**src/rtl/apb_node_reg_if.sv**
```systemverilog
// Bus bundle for apb_node_reg: upstream APB slave side and shared/one-hot downstream side.
// The slave modport is the node's view; the master modport is the surrounding bridge/peripheral view.
interface apb_node_reg_if #(
    parameter int NB_MASTER      = 9,
    parameter int APB_ADDR_WIDTH = 32,
    parameter int APB_DATA_WIDTH = 32
);
    logic [APB_ADDR_WIDTH-1:0]           paddr_i;
    logic [APB_DATA_WIDTH-1:0]           pwdata_i;
    logic                                pwrite_i;
    logic                                psel_i;
    logic                                penable_i;
    logic [APB_DATA_WIDTH-1:0]           prdata_o;
    logic                                pready_o;
    logic                                pslverr_o;
    logic [APB_ADDR_WIDTH-1:0]           paddr_o;
    logic [APB_DATA_WIDTH-1:0]           pwdata_o;
    logic                                pwrite_o;
    logic [NB_MASTER-1:0]                psel_o;
    logic                                penable_o;
    logic [NB_MASTER*APB_DATA_WIDTH-1:0] prdata_i;
    logic [NB_MASTER-1:0]                pready_i;
    logic [NB_MASTER-1:0]                pslverr_i;

    modport slave (
        input  paddr_i, pwdata_i, pwrite_i, psel_i, penable_i,
        input  prdata_i, pready_i, pslverr_i,
        output prdata_o, pready_o, pslverr_o,
        output paddr_o, pwdata_o, pwrite_o, psel_o, penable_o
    );

    modport master (
        output paddr_i, pwdata_i, pwrite_i, psel_i, penable_i,
        output prdata_i, pready_i, pslverr_i,
        input  prdata_o, pready_o, pslverr_o,
        input  paddr_o, pwdata_o, pwrite_o, psel_o, penable_o
    );
endinterface

```
**src/rtl/apb_node_reg.sv**
```systemverilog
// Registered APB 1-to-N node with per-port address ranges and decode-miss error response.
// Optional downstream access timeout enabled by defining APB_NODE_TIMEOUT_EN.
//
// state   | meaning
// IDLE    | waiting for an upstream setup phase; decode and latch on setup
// DSETUP  | downstream setup phase on the selected port
// DACCESS | downstream access phase, waiting for the selected port's ready
// RESP    | one-cycle upstream response with captured data/error
module apb_node_reg #(
    parameter int NB_MASTER      = 9,
    parameter int APB_ADDR_WIDTH = 32,
    parameter int APB_DATA_WIDTH = 32,
    parameter int TIMEOUT_CYCLES = 255
) (
    input  logic                                clk_i,
    input  logic                                rst_i,
    apb_node_reg_if.slave                       bus,
    input  logic [NB_MASTER*APB_ADDR_WIDTH-1:0] start_addr_i,
    input  logic [NB_MASTER*APB_ADDR_WIDTH-1:0] end_addr_i
);
    localparam int SW = (NB_MASTER > 1) ? $clog2(NB_MASTER) : 1;

    typedef enum logic [1:0] {IDLE, DSETUP, DACCESS, RESP} state_t;

    state_t                    state_q, state_d;
    logic [APB_ADDR_WIDTH-1:0] addr_q;
    logic [APB_DATA_WIDTH-1:0] wdata_q;
    logic                      write_q;
    logic [SW-1:0]             sel_q;
    logic [APB_DATA_WIDTH-1:0] rdata_q;
    logic                      err_q;

    logic                      setup;
    logic                      hit_any;
    logic [SW-1:0]             hit_idx;
    logic                      tmo_expired;

    assign setup = bus.psel_i && !bus.penable_i;

    // Descending scan so the lowest matching port index ends up selected.
    always_comb begin
        hit_any = 1'b0;
        hit_idx = '0;
        for (int k = NB_MASTER - 1; k >= 0; k--) begin
            if (bus.paddr_i >= start_addr_i[k*APB_ADDR_WIDTH +: APB_ADDR_WIDTH] &&
                bus.paddr_i <= end_addr_i[k*APB_ADDR_WIDTH +: APB_ADDR_WIDTH]) begin
                hit_any = 1'b1;
                hit_idx = SW'(k);
            end
        end
    end

`ifdef APB_NODE_TIMEOUT_EN
    // Down-counter: loaded in DSETUP, expires when it reaches zero in DACCESS.
    logic [15:0] tmo_q;

    always_ff @(posedge clk_i or posedge rst_i) begin
        if (rst_i) begin
            tmo_q <= '0;
        end else if (state_q == DSETUP) begin
            tmo_q <= 16'(TIMEOUT_CYCLES);
        end else if (state_q == DACCESS && tmo_q != '0) begin
            tmo_q <= tmo_q - 16'd1;
        end
    end

    assign tmo_expired = (state_q == DACCESS) && (tmo_q == '0);
`else
    logic unused_tmo;
    assign unused_tmo  = |16'(TIMEOUT_CYCLES);
    assign tmo_expired = 1'b0;
`endif

    always_ff @(posedge clk_i or posedge rst_i) begin
        if (rst_i) begin
            state_q <= IDLE;
        end else begin
            state_q <= state_d;
        end
    end

    always_comb begin
        state_d       = state_q;
        bus.psel_o    = '0;
        bus.penable_o = 1'b0;
        bus.pready_o  = 1'b0;
        bus.pslverr_o = 1'b0;
        bus.prdata_o  = '0;
        case (state_q)
            IDLE: begin
                if (setup) state_d = hit_any ? DSETUP : RESP;
            end
            DSETUP: begin
                bus.psel_o[sel_q] = 1'b1;
                state_d           = DACCESS;
            end
            DACCESS: begin
                bus.psel_o[sel_q] = 1'b1;
                bus.penable_o     = 1'b1;
                if (bus.pready_i[sel_q] || tmo_expired) state_d = RESP;
            end
            RESP: begin
                bus.pready_o  = 1'b1;
                bus.pslverr_o = err_q;
                bus.prdata_o  = rdata_q;
                state_d       = IDLE;
            end
            default: state_d = IDLE;
        endcase
    end

    always_ff @(posedge clk_i or posedge rst_i) begin
        if (rst_i) begin
            addr_q  <= '0;
            wdata_q <= '0;
            write_q <= 1'b0;
            sel_q   <= '0;
            rdata_q <= '0;
            err_q   <= 1'b0;
        end else if (state_q == IDLE && setup) begin
            addr_q  <= bus.paddr_i;
            wdata_q <= bus.pwdata_i;
            write_q <= bus.pwrite_i;
            sel_q   <= hit_idx;
            rdata_q <= '0;
            err_q   <= !hit_any;
        end else if (state_q == DACCESS) begin
            // A ready in the expiry cycle still completes normally.
            if (bus.pready_i[sel_q]) begin
                rdata_q <= write_q ? '0 : bus.prdata_i[int'(sel_q)*APB_DATA_WIDTH +: APB_DATA_WIDTH];
                err_q   <= bus.pslverr_i[sel_q];
            end else if (tmo_expired) begin
                rdata_q <= '0;
                err_q   <= 1'b1;
            end
        end
    end

    assign bus.paddr_o  = addr_q;
    assign bus.pwdata_o = wdata_q;
    assign bus.pwrite_o = write_q;
endmodule

```
**src/flat_wrapper.sv**
```systemverilog
// flat-port wrapper written by rule: the top's interface ports become plain ports
module apb_node_reg_flat 
#(
    parameter int NB_MASTER      = 9,
    parameter int APB_ADDR_WIDTH = 32,
    parameter int APB_DATA_WIDTH = 32,
    parameter int TIMEOUT_CYCLES = 255
)
  (clk_i, rst_i, start_addr_i, end_addr_i, bus_paddr_i, bus_pwdata_i, bus_pwrite_i, bus_psel_i, bus_penable_i, bus_prdata_i, bus_pready_i, bus_pslverr_i, bus_prdata_o, bus_pready_o, bus_pslverr_o, bus_paddr_o, bus_pwdata_o, bus_pwrite_o, bus_psel_o, bus_penable_o);
  apb_node_reg_if #(.NB_MASTER(NB_MASTER), .APB_ADDR_WIDTH(APB_ADDR_WIDTH), .APB_DATA_WIDTH(APB_DATA_WIDTH)) bus_i ();
  input  logic clk_i;
  input  logic rst_i;
  input  logic [NB_MASTER*APB_ADDR_WIDTH-1:0] start_addr_i;
  input  logic [NB_MASTER*APB_ADDR_WIDTH-1:0] end_addr_i;
  input wire logic [$bits(bus_i.paddr_i)-1:0] bus_paddr_i;
  input wire logic [$bits(bus_i.pwdata_i)-1:0] bus_pwdata_i;
  input wire logic [$bits(bus_i.pwrite_i)-1:0] bus_pwrite_i;
  input wire logic [$bits(bus_i.psel_i)-1:0] bus_psel_i;
  input wire logic [$bits(bus_i.penable_i)-1:0] bus_penable_i;
  input wire logic [$bits(bus_i.prdata_i)-1:0] bus_prdata_i;
  input wire logic [$bits(bus_i.pready_i)-1:0] bus_pready_i;
  input wire logic [$bits(bus_i.pslverr_i)-1:0] bus_pslverr_i;
  output wire logic [$bits(bus_i.prdata_o)-1:0] bus_prdata_o;
  output wire logic [$bits(bus_i.pready_o)-1:0] bus_pready_o;
  output wire logic [$bits(bus_i.pslverr_o)-1:0] bus_pslverr_o;
  output wire logic [$bits(bus_i.paddr_o)-1:0] bus_paddr_o;
  output wire logic [$bits(bus_i.pwdata_o)-1:0] bus_pwdata_o;
  output wire logic [$bits(bus_i.pwrite_o)-1:0] bus_pwrite_o;
  output wire logic [$bits(bus_i.psel_o)-1:0] bus_psel_o;
  output wire logic [$bits(bus_i.penable_o)-1:0] bus_penable_o;
  assign bus_i.paddr_i = bus_paddr_i;
  assign bus_i.pwdata_i = bus_pwdata_i;
  assign bus_i.pwrite_i = bus_pwrite_i;
  assign bus_i.psel_i = bus_psel_i;
  assign bus_i.penable_i = bus_penable_i;
  assign bus_i.prdata_i = bus_prdata_i;
  assign bus_i.pready_i = bus_pready_i;
  assign bus_i.pslverr_i = bus_pslverr_i;
  assign bus_prdata_o = bus_i.prdata_o;
  assign bus_pready_o = bus_i.pready_o;
  assign bus_pslverr_o = bus_i.pslverr_o;
  assign bus_paddr_o = bus_i.paddr_o;
  assign bus_pwdata_o = bus_i.pwdata_o;
  assign bus_pwrite_o = bus_i.pwrite_o;
  assign bus_psel_o = bus_i.psel_o;
  assign bus_penable_o = bus_i.penable_o;
  apb_node_reg #(.NB_MASTER(NB_MASTER), .APB_ADDR_WIDTH(APB_ADDR_WIDTH), .APB_DATA_WIDTH(APB_DATA_WIDTH), .TIMEOUT_CYCLES(TIMEOUT_CYCLES)) u_core (.clk_i(clk_i), .rst_i(rst_i), .bus(bus_i), .start_addr_i(start_addr_i), .end_addr_i(end_addr_i));
endmodule
```
**config.mk**
```make
export PLATFORM = sky130hd
export DESIGN_NAME = apb_node_reg_flat
export DESIGN_NICKNAME = d
export VERILOG_FILES = /design/src/rtl/apb_node_reg_if.sv /design/src/rtl/apb_node_reg.sv /design/src/flat_wrapper.sv
export SDC_FILE = /design/constraint.sdc
export NUM_CORES = 1
export LEC_CHECK = 0
export ABC_AREA = 1
export CAP_MARGIN = 25
export CORE_AREA = 2 2 418 420
export DETAILED_ROUTE_END_ITERATION = 8
export DIE_AREA = 0 0 420 422
export DONT_BUFFER_PORTS = 1
export PLACE_DENSITY_LB_ADDON = 0.12
export SYNTH_ARGS = -nofsm -noshare
export SYNTH_HDL_FRONTEND = slang
export SYNTH_SLANG_ARGS = --single-unit
export TNS_END_PERCENT = 1
```
**constraint.sdc**
```tcl
create_clock -name clk_i -period 4.1 [get_ports clk_i]
set_input_delay 0.82 -clock clk_i [delete_from_list [all_inputs] [get_ports clk_i]]
set_output_delay 0.82 -clock clk_i [all_outputs]
set_load 0.01 [all_outputs]
```
# Yosys cells after proc, flatten, opt, wreduce, memory -nomap -nowiden
# Index checks and enable logic that the tools add are counted.
classes:
  magnitude_cmp: 20
  eq_ne: 5
  shifts: 1
  n_mux: 40
  n_reduce_logical: 20
op_table:
  columns: ["cell", "count"]
  rows:
  - ["greater-or-equal comparator 32 bit", 9]
  - ["<= comparator 32 bit", 9]
  - ["variable part select 288 x 10 -> 32 bit", 1]
  - ["2-to-1 mux 32 bit", 5]
  - ["2-to-1 mux 4 bit", 9]
  - ["2-to-1 mux 1 bit", 18]
  - ["logical AND 1 bit", 12]
  - ["2-to-1 mux 9 bit", 1]
  - ["binary-select mux 1 bit (select 4 bit)", 2]
  - ["one-hot mux 2 bit (4 select lines)", 1]
  - ["2-to-1 mux 2 bit", 3]
  - ["< comparator 4 x 5 -> 1 bit (second input constant)", 1]
  - ["demux 1 bit (select 4 bit)", 1]
  - ["equality test 2 bit (second input constant)", 2]
  - ["greater-or-equal comparator 4 x 1 -> 1 bit (second input constant)", 1]
  - ["!= test 2 x 1 -> 1 bit (second input constant)", 2]
  - ["AND reduction 2 bit", 2]
  - ["nonzero test 2 bit", 2]
  - ["equality test 2 x 1 -> 1 bit (second input constant)", 1]
  - ["zero test 1 bit", 2]
  - ["zero test 2 bit", 1]
  - ["OR reduction 2 bit", 1]
word_totals:
  reg_bits: 104
  in_bits: 951
  out_inout_bits: 109
  word_cells: 93

# Depth between registers and ports, before layout
logic_depth:
  word_depth: 14
  ltp_mapped: 24

# Worst setup path after synthesis
# No wires, ideal clock.
synth_path:
  path_type: "input-to-reg"
  startpoint: "input port bus_paddr_i[0]"
  endpoint: "register u_core.err_q"
  setup_time_ps: 65
  arrival_ps: 2406
  required_time_ps: 4035
  path_slack_ps: 1629
  path_stages: 18
  n_path_buf: 0
  path_cell_list: "inv_1 -> ha_1 -> nor2_1 -> o21ai_0 -> nand2_1 -> nand2_1 -> nand3_1 -> nand2_1 -> nand2_1 -> nand2_1 -> nand2_1 -> nand2_1 -> nand2_1 -> nor2_2 -> nand4_1 -> nand2_1 -> nand2_1 -> nand2_1"
synth_via:
  elab_chain_cells: 13
synth_rtl:
  columns: ["item", "line", "source"]
  rows:
  - ["start: declaration", "flat_wrapper.sv:15", "input wire logic [$bits(bus_i.paddr_i)-1:0] bus_paddr_i;"]
  - ["greater-or-equal comparator 32 bit / <= comparator 32 bit (equally long branches)", "apb_node_reg.sv:45, apb_node_reg.sv:46", null]
  - ["logical AND 1 bit", "apb_node_reg.sv:45", "if (bus.paddr_i >= start_addr_i[k*APB_ADDR_WIDTH +: APB_ADDR_WIDTH] &&"]
  - ["2-to-1 mux 1 bit (8 in series)", "apb_node_reg.sv:45", null]
  - ["2-to-1 mux 1 bit (*)", "apb_node_reg.sv:45", null]
  - ["zero test 1 bit (*)", "apb_node_reg.sv:126", "err_q <= !hit_any;"]
  - ["2-to-1 mux 1 bit (*)", "apb_node_reg.sv:120", "end else if (state_q == IDLE && setup) begin"]
  - ["end signal: assignment", "apb_node_reg.sv:126", null]
  - ["end signal: assignment", "apb_node_reg.sv:131", "err_q <= bus.pslverr_i[sel_q];"]
  - ["end: declaration", "apb_node_reg.sv:31", "logic err_q;"]
# Mark *: on every way between the ends. The rest lies on a longest branch, timed or not.
# A chain may end at the register's enable or synchronous reset.

# Final worst setup path
layout_path:
  startpoint: "register u_core.sel_q[3]"
  endpoint: "output port bus_psel_o[2]"
layout_via:
  elab_chain_cells: 5
layout_rtl:
  columns: ["item", "line", "source"]
  rows:
  - ["start: declaration", "apb_node_reg.sv:29", "logic [SW-1:0] sel_q;"]
  - ["start signal: assignment", "apb_node_reg.sv:124", "sel_q <= hit_idx;"]
  - ["< comparator 4 x 5 -> 1 bit (not written as such) / greater-or-equal comparator 4 x 1 -> 1 bit (equally long branches)", "apb_node_reg.sv:94, apb_node_reg.sv:98", null]
  - ["logical AND 1 bit (not written as such)", "apb_node_reg.sv:94, apb_node_reg.sv:98", null]
  - ["2-to-1 mux 1 bit (not written as such)", "apb_node_reg.sv:94, apb_node_reg.sv:98", null]
  - ["demux 1 bit (select 4 bit) (*)", null, null]
  - ["2-to-1 mux 9 bit (*)", null, null]
  - ["end: declaration", "flat_wrapper.sv:29", "output wire logic [$bits(bus_i.psel_o)-1:0] bus_psel_o;"]
# Marked as above.

==> run_results.csv <==
group,metric,value,unit
outcome,status,"complete, no violations",
logic_synthesis,synth_top_area_share,34.2,%
power,intPower,2.07,mW
clock_tree,insertion_delay,430,ps
floorplan,die_area,177000,sq um
setup_path,arrival,2290,ps
sta,post-route-min-period,3110,ps
setup_path,slowest_delay,520,ps
clock_tree,cts-root-buf,"clkbuf_16",
sta,final_hold_viol_count,0,
setup_path,crit_chain,"nor2_1, inv_2, nor3_1",
global_route,grt_max_degree,69,
detailed_routing,drc,0,
placement,dpl_cell_area,24200,sq um
setup_path,critPathSlowestCell,"nor3_1",
global_route,first_global_vias,22000,
final_layout,regArea,2600,sq um
global_route,overflow,0,
final_layout,area_delta_synth_final,16.0,%
logic_synthesis,netlist_area,21200,sq um
floorplan,die_h,422,um
global_route,grt_use_total,14.3,%
power,p_sw,1.49,mW
sta,slew_viol_final,0,
sta,worstMarginPinSlew,875,ps
final_layout,drive_above_1_share,2.41,%
power,p_leak,13.8,nW
setup_path,cp_max_fo,21,
setup_path,end_kind,"primary output",
placement,port-buffer-count,0,
setup_path,path_buf_inv,1,
sta,rsz0062_at_grt,"no",
clock_tree,htreeDepth,3,
placement,post-place-ws,649,ps
setup_path,required,3280,ps
placement,dp_hpwl,112000,um
sta,setup_violations,0,
clock_tree,cts_setup_buffers,0,
floorplan,die_x,420,um
placement,place.gp.congestion,0.774,
sta,maxSlewHeadroom,41.7,%
power,p_comb_share,41.8,%
logic_synthesis,synth_cell_types,35,
sta,finalClockSkew,16.3,ps
detailed_routing,firstDrtPassIters,5,
setup_path,r2r-start,"u_core.sel_q[0]",
setup_path,r2r_cells,10,
setup_path,crit_path_start,"u_core.sel_q[3]",
detailed_routing,vias_per_cell,3.76,
logic_synthesis,postSynthCellCount,3278,
detailed_routing,ant_nets,0,
logic_synthesis,syn_area_per_cell,6.46,sq um
power,peakVddDrop,0.215,mV
sta,min_period_over_period,75.8,%
placement,placed_cells,5581,
logic_synthesis,yosysWarnings,0,
floorplan,placementRows,153,
final_layout,fin_cells,5617,
setup_path,critPathKind,"register to primary output",
clock_tree,post_cts_resize_count,0,
setup_path,crit_path_start_kind,"register",
sta,setup_ws,992,ps
hold_path,holdCritPathClass,"input port to asynchronous set/reset pin",
clock_tree,cts_tree,"done",
job,maxCapViolCount,0,
power,clockPowerShare,29.3,%
final_layout,multi_input_area,15600,sq um
detailed_routing,routed_wl,131000,um
floorplan,start_util,12.2,%
detailed_routing,avgRoutedWirePerCell,23.4,um
final_layout,fin_nets,4797,
floorplan,coreArea,173000,sq um
logic_synthesis,postSynthNetCount,4808,
setup_path,worst_path_dominant_cell_family,"simple AND/OR/NAND/NOR gates",
global_route,grt_pass1_wl,174000,um
clock_tree,clock_sinks,104,
logic_synthesis,ys_ff_latch,104,
power,pwr_density_cell,145,nW/um^2
clock_tree,cts_inserted_buffers,9,
global_route,antenna_found_initial,54,
clock_tree,postCtsHoldBufs,0,
setup_path,worstSetupPathDepth,3,
sta,max_freq,0.322,GHz
floorplan,ios,1060,
logic_synthesis,synth_top_cell_by_area,"ha_1",
detailed_routing,drt_iter0_markers,818,
power,power.share.switching,41.8,%
logic_synthesis,ys_seq_area_share,12.3,%
clock_tree,clkTransAtPathRegs,100,ps
power,total_power,3.55,mW
power,seqPwrFrac,28.8,%
sta,final.setup.tns,0,ps
final_layout,fill_cells,20200,
clock_tree,cts_buffer_depth,2,
detailed_routing,vias,21100,
logic_synthesis,synth.area.top_cells,"ha_1, nand2_1, inv_1, dfrtp_1, a21oi_1",
final_layout,final_area,24600,sq um
[registers in the layout, indices dropped and copies added (netlist names)]
| name | cells |
|---|---|
| u_core.sel_q | 4 |
| u_core.state_q | 2 |
| u_core.bus.pwdata_o | 32 |
| u_core.bus.pwrite_o | 1 |
| u_core.bus.paddr_o | 32 |
| u_core.rdata_q | 32 |
| u_core.err_q | 1 |
[synth_stat cells]
master and instances:
o21ai_1 30, a21oi_1 303, inv_2 4, o211ai_1 12
o21a_1 25, nor3_4 1, ha_1 579, nand3_1 47
and3_1 2, nor3b_2 1, buf_1 3, nor2_4 2
o21ai_0 85, a31oi_1 2, nor4_2 1, nand3b_1 3
a21o_1 6, nand2_2 1, a22oi_1 69, inv_1 722
clkbuf_1 38, nor3_1 27, nor2_1 152, dfrtp_1 104
a221oi_1 33, or2_2 1, nand2_1 901, clkinv_1 1
nor2_2 5, o21bai_1 11, nor4_1 7, o22ai_1 3
nor4b_2 1, buf_2 20, nand4_1 76
[power groups by stage]
stage                     clock network, mW  logic, mW  registers, mW
final                                  1.04       1.49           1.02
after detailed placement                  0       1.54           1.05
after global placement                    0       1.54           1.05
after global routing                   1.16       1.79           1.03
after CTS                              1.14       1.54           1.03
after floorplan                           0       1.08           1.05
[cell usage in the layout, fill, tap and decap left out, types with 27 or more instances in the layout]
master,n
o21ai_0,85
buf_4,37
dfrtp_1,104
inv_1,720
a22oi_1,69
nor2_1,151
a221oi_1,33
nand2_1,900
nand4_1,76
nand3_1,47
o21ai_1,30
nor3_1,27
ha_1,578
a21oi_1,303
[kinds of logic after synthesis]
logic type | Yosys count | synth area share, %
and+or+nand+nor | 1228 | 23.6
adders and majority gates | 579 | 34.2
DFF | 104 | 12.3
buffers and inverters | 788 | 14.1
AOI/OAI and AO/OA | 579 | 15.8
[per-layer routing]
layer	part of all wire (%)	vias to the layer above	wire, um	global-route usage [%]
li1	-	10700	-	-
met1	33	9563	43300	12.9
met2	58	715	76500	29.9
met3	6.3	135	8230	3.68
met4	2.5	14	3230	3.99
met5	0.070	-	92	0
[final timing paths]
check                                     endpoint  slack (ps)
max                                  bus_psel_o[2]         990
min                        u_core.bus.pwdata_o[15]         260
max reg2reg                     u_core.rdata_q[30]        1140
min reg2reg                     u_core.rdata_q[29]         500
max in group asynchronous             u_core.err_q        3060
min in group clk_i         u_core.bus.pwdata_o[27]         490
[metrics by stage]
step	util (%)	hold WS (ps)
after floorplan	-	449
after global placement	14.0	476
after detailed placement	14.0	474
after CTS	14.2	254
after global routing	14.2	264
final	14.2	262
[layout make-up]
cell class	instances	area share (%)
clock inverters	7	0.392
repair buffers	39	1.29
clock buffers	9	0.917
well taps	2325	11.8
diodes	20	0.204
multi-input cells	2386	63.6
flip-flops and latches	104	10.6
inverters	727	11.1
Power figures use the tool's default switching activity.
